===== src/rtl/eoc_hit_buffer.sv =====
// End-of-column hit buffer: drops null arbiter words, tags the rest with the column address, FWFT FIFO.
// Latency: a word accepted at edge N is at the head (out_valid=1) right after edge N when the FIFO was empty.
// Backpressure: shake_hands_next=0 while full (registered level only); periphery drains via out_valid/out_ready.
//
// Ports:
//   clk_40MHz, rst_n           - clock, asynchronous active-low reset
//   addr_col                   - static column address, tagged onto each stored word
//   arbiter_data               - 26-bit hit word {TOA, FTOA, TOT, pixel id}
//   shake_hands_last/next      - chain handshake in (valid) / out (ready)
//   out_data/valid/ready       - FIFO head {addr_col, arbiter_data} with valid/ready drain
//   cnt_clr, hit_cnt           - synchronous clear / saturating count of stored words
//   fifo_level                 - current occupancy
module eoc_hit_buffer #(
  parameter int DEPTH      = 8,
  parameter int COL_ADDR_W = 5
) (
  input  logic                        clk_40MHz,
  input  logic                        rst_n,
  input  logic [COL_ADDR_W-1:0]       addr_col,
  input  logic [25:0]                 arbiter_data,
  input  logic                        shake_hands_last,
  output logic                        shake_hands_next,
  output logic [26+COL_ADDR_W-1:0]    out_data,
  output logic                        out_valid,
  input  logic                        out_ready,
  input  logic                        cnt_clr,
  output logic [15:0]                 hit_cnt,
  output logic [$clog2(DEPTH):0]      fifo_level
);

  localparam int PTR_W  = $clog2(DEPTH);
  localparam int LVL_W  = PTR_W + 1;
  localparam int WORD_W = 26 + COL_ADDR_W;
  localparam logic [LVL_W-1:0] FULL_LVL = LVL_W'(DEPTH);

  logic [WORD_W-1:0] mem_q [DEPTH];
  logic [PTR_W-1:0]  wr_ptr_q, wr_ptr_d;
  logic [PTR_W-1:0]  rd_ptr_q, rd_ptr_d;
  logic [LVL_W-1:0]  level_q, level_d;
  logic [15:0]       hit_cnt_q, hit_cnt_d;

  logic in_xfer;
  logic wr_en;
  logic rd_en;

  // Ready comes purely from the registered level, so the chain never sees a
  // combinational path from its own valid back to ready.
  assign shake_hands_next = (level_q != FULL_LVL);
  assign out_valid        = (level_q != '0);
  assign out_data         = mem_q[rd_ptr_q];
  assign hit_cnt          = hit_cnt_q;
  assign fifo_level       = level_q;

  // A null word still completes the handshake (releases the chain) but is not stored.
  assign in_xfer = shake_hands_last && shake_hands_next;
  assign wr_en   = in_xfer && (arbiter_data != 26'h0);
  assign rd_en   = out_valid && out_ready;

  always_comb begin
    wr_ptr_d  = wr_ptr_q;
    rd_ptr_d  = rd_ptr_q;
    level_d   = level_q;
    hit_cnt_d = hit_cnt_q;

    if (wr_en) wr_ptr_d = wr_ptr_q + 1'b1;
    if (rd_en) rd_ptr_d = rd_ptr_q + 1'b1;

    case ({wr_en, rd_en})
      2'b10:   level_d = level_q + 1'b1;
      2'b01:   level_d = level_q - 1'b1;
      default: level_d = level_q;
    endcase

    // Clear wins over a same-cycle increment.
    if (cnt_clr) begin
      hit_cnt_d = 16'h0;
    end else if (wr_en && (hit_cnt_q != 16'hFFFF)) begin
      hit_cnt_d = hit_cnt_q + 16'h1;
    end
  end

  always_ff @(posedge clk_40MHz or negedge rst_n) begin
    if (!rst_n) begin
      wr_ptr_q  <= '0;
      rd_ptr_q  <= '0;
      level_q   <= '0;
      hit_cnt_q <= '0;
    end else begin
      wr_ptr_q  <= wr_ptr_d;
      rd_ptr_q  <= rd_ptr_d;
      level_q   <= level_d;
      hit_cnt_q <= hit_cnt_d;
    end
  end

  // Storage is deliberately not reset; the pointers define what is valid.
  // Gating with rst_n keeps a word presented during reset out of the array.
  always_ff @(posedge clk_40MHz) begin
    if (wr_en && rst_n) begin
      mem_q[wr_ptr_q] <= {addr_col, arbiter_data};
    end
  end

endmodule


===== config.mk =====
export PLATFORM = sky130hd
export DESIGN_NAME = eoc_hit_buffer
export DESIGN_NICKNAME = d
export VERILOG_FILES = /design/src/rtl/eoc_hit_buffer.sv
export SDC_FILE = /design/constraint.sdc
export NUM_CORES = 1
export LEC_CHECK = 0
export ABC_AREA = 1
export CAP_MARGIN = 15
export CORE_MARGIN = 2
export CORE_UTILIZATION = 58
export CTS_CLUSTER_DIAMETER = 50
export CTS_CLUSTER_SIZE = 14
export DETAILED_ROUTE_END_ITERATION = 10
export PLACE_DENSITY = 0.88
export SLEW_MARGIN = 40
export SYNTH_ARGS = -nofsm -noshare
export SYNTH_HDL_FRONTEND = slang
export SYNTH_SLANG_ARGS = --single-unit

===== constraint.sdc =====
create_clock -name clk_40MHz -period 4.05 [get_ports clk_40MHz]
set_input_delay 0.6075 -clock clk_40MHz [delete_from_list [all_inputs] [get_ports clk_40MHz]]
set_output_delay 0.6075 -clock clk_40MHz [all_outputs]
set_load 0.02 [all_outputs]

==> summary.txt <==
Worst setup path
  • Cell mode on critical path: nand2_1
  • CP max-delay cell: clkdlybuf4s50_1
  • Startpoint Class: flip-flop
  • Worst Setup Path Type: flip-flop to primary output
  • Crit end category: primary output
  • Required @ worst endpoint: 3.44 ns
  • Critical Path, Cell by Cell: clkinv_2 > buf_4 > nor2_1 > o32ai_1 > nand2_1 > nand2_1 > clkdlybuf4s50_1
  • R2R cell count: 11
  • Worst R2R Setup Slack: 1.62 ns
  • Worst EP arrival: 2.88 ns
  • Max stage delay on crit path: 0.62 ns
  • Crit path max fanout: 52

Yosys
  • Cell variety after synth: 31
  • Post-synthesis sequential area ratio: 71.26%
  • Complex-gate fraction of the synthesized area: 8.038%
  • Most instantiated cells after synthesis: 248 x edfxtp_1, 238 x nor2_1, 169 x nand2_1
  • Synth warn: 0
  • Syn Area/Cell: 11.89 um^2
  • Count leader, synth: edfxtp_1
  • Ranking of synthesized cells by area: edfxtp_1 66%, nor2_1 7.9%, dfrtp_1 5.7%
  • Synth top area share: 65.54%
  • Area leader, netlist: edfxtp_1
  • Number of flops mapped to enable cells by yosys: 248
  • Synth Net Count: 999
  • Syn Inst Count: 956
  • Mapped Area: 11360 um^2
  • Async S/R FF share, synth: 9.489%
  • Mux cell area share after synthesis: 0%
  • Adder-cell share of the synthesized area: 0.8368%
  • Post-synthesis simple-gate area fraction: 16.30%
  • Post-synthesis register bit count: 274
  • Most used DFF post-synth: edfxtp_1
  • Largest family of logic cells by synthesized area: simple AND/OR/NAND/NOR gates
  • Post-Synth XOR/XNOR Area: 0.7708%

Routing
  • M1 WL: 9933 um
  • Top sig layer: met4
  • Drt pass-1 iters: 5
  • Via density: 5.783
  • 1st-iter DRT viols: 748
  • Wirelength per Cell: 18.75 um
  • Post-route ant nets: 0
  • Met3 wire length: 1826 um
  • WL met2: 12350 um
  • # DRC: 0
  • Vias: 7686
  • WL final: 24910 um

Timing
  • Min Tclk post-route: 3.489 ns
  • Setup TNS: 0 ns
  • Hold Violations, Final: 0
  • Final setup viols: 0
  • Tcrit/Tclk final: 86.15%
  • Fmax: 286.6 MHz
  • Relative slew slack: 44.42%
  • Max-slew violations: 0
  • RSZ-0062 raised after global routing: false
  • Worst Tran Pin Value: 0.8328 ns
  • Setup Skew: 0.02423 ns

Clock tree
  • CTS Buf Count: 26
  • Buffer count from post-CTS setup fixing: 0
  • Clock Path Buffers: 3
  • Clock Sinks: 274
  • Root Buffer: clkbuf_16
  • Post_cts resized: 0
  • CTS clk-pin slew, worst paths: 0.06 ns
  • # hold bufs at CTS: 0
  • Clock latency on the worst-skew pair: 0.54 ns
  • H-tree depth: 1
  • CTS tree: yes

Run
  • Max Cap Viol: 0

Floorplanning
  • Initial Util: 58.77%
  • DIE WIDTH: 144.0 um
  • Die Area: 20730 um^2
  • Die Ht: 144.0 um
  • Core Area: 19330 um^2
  • Boundary pin count: 89
  • Row cnt: 51

GRT
  • Vias in the first global route: 7679
  • Gr usage total: 24.63%
  • Antenna violations before repair: 0
  • Largest net degree at the start of global routing: 126
  • Grt total ovfl: 0
  • First-pass GRT wire length: 39390 um

Power
  • Pwr/cell area: 684.7 nW/um^2
  • Switch Pwr: 3284 uW
  • Worst VDD drop: 0.0004825 V
  • Power Total: 9230 uW
  • Leak: 0.004791 uW
  • Clock power share: 25.3%
  • Pint: 5947 uW
  • Sw frac: 35.58%
  • Combinational fraction of design power: 37.0%
  • Sequential power share: 37.7%

Cells and area
  • # diodes: 0
  • NumNets Final: 1087
  • Non-Filler Instances: 1329
  • Area Overhead vs Synth: 18.63%
  • Fraction of layout cells with a size suffix above 1: 7.707%

Place
  • Cells after DPL: 1281
  • Placer Congestion: 0.8075
  • Post-DP HPWL: 14520 um
  • Port bufs: 88

Status
  • Status: finished clean

Worst hold path
  • Hold Path Depth: 2
  • Hold Path Class: flip-flop to flip-flop
[logic make-up after synthesis]
logic type / Yosys count
compound gates: 135
xor+xnor: 10
fa+ha+maj: 7
buf+inv: 74
flops: 274
simple gates: 456
[cells in the final DEF (no fill, tap or decap), types with 2 or more instances in the layout]
cell / netlist / final
a21oi_1: 4 / 4
buf_12: 0 / 6
buf_4: 1 / 18
clkbuf_1: 24 / 10
clkbuf_16: 0 / 26
clkbuf_8: 0 / 3
clkdlybuf4s50_1: 0 / 88
clkinv_2: 0 / 4
dfrtp_1: 26 / 24
dfrtp_4: 0 / 2
edfxtp_1: 248 / 248
ha_1: 6 / 6
inv_1: 20 / 20
inv_6: 0 / 3
nand2_1: 169 / 169
nand2_2: 2 / 2
nand3_1: 29 / 29
nand3_4: 2 / 2
nand4_1: 2 / 2
nor2_1: 238 / 234
nor2_4: 1 / 5
nor3_1: 8 / 4
nor3_2: 0 / 4
o21ai_0: 67 / 67
o21bai_1: 2 / 2
o32ai_1: 62 / 62
xnor2_1: 2 / 2
xor2_1: 8 / 8
[worst max-delay path, delay by kind of cell, from the launching register on]
family | cells | cell delay [ns]
buffers and inverters | 3 | 1.16
flip-flops | 1 | 0.50
AND/OR/NAND/NOR | 3 | 0.34
AO/OA/AOI/OAI | 1 | 0.33
[cell type report]
class | count | area [um^2]
repair buffers | 112 | 1136
fillers | 1243 | 5854
inverters | 22 | 83.83
clock inverters | 9 | 96.34
flip-flops and latches | 274 | 8105
multi-input cells | 608 | 2998
clock buffers | 39 | 729.5
well taps | 265 | 331.6
[registers in the layout (all words and copies together), names as in the netlist]
signal,count
mem_q,248
hit_cnt,16
fifo_level,4
rd_ptr_q,3
wr_ptr_q,3
[power groups by stage]
stage | clock network, uW | registers, uW | logic (uW)
after floorplan | 0 | 3510 | 2120
after global placement | 0 | 3530 | 3290
after detailed placement | 0 | 3530 | 3390
after CTS | 2360 | 3480 | 3420
after global routing | 2460 | 3510 | 3730
final | 2340 | 3480 | 3420
[through the flow]
stage	instance area [um^2]	worst slack [ns]	hold slack, ns	util [%]
final	13480	0.5607	0.5130	69.72
after global routing	13480	0.4263	0.5805	69.72
after CTS	13480	0.5443	0.5232	69.72
after detailed placement	12650	0.6655	0.5106	65.45
after global placement	12650	0.7418	0.5021	65.45
after floorplan	11360	0.2846	0.3119	-
[final timing paths]
check,from,to
min in group asynchronous,rst_n,rd_ptr_q[0]$_DFFE_PN0P_
worst min register to register,wr_ptr_q[0]$_DFFE_PN0P_,wr_ptr_q[0]$_DFFE_PN0P_
worst min-delay path,wr_ptr_q[0]$_DFFE_PN0P_,wr_ptr_q[0]$_DFFE_PN0P_
worst max-delay path,rd_ptr_q[0]$_DFFE_PN0P_,out_data[4]
worst max register to register,fifo_level[0]$_DFFE_PN0P_,fifo_level[3]$_DFFE_PN0P_
max in group asynchronous,rst_n,rd_ptr_q[0]$_DFFE_PN0P_
[per-layer routing]
metal | vias to the layer above | track usage (%)
met4 | 0 | 9.804
met1 | 3697 | 32.66
met5 | - | 0
li1 | 3570 | -
met2 | 342 | 41.03
met3 | 77 | 4.238
Note: power is estimated with default switching activity, not from simulation.
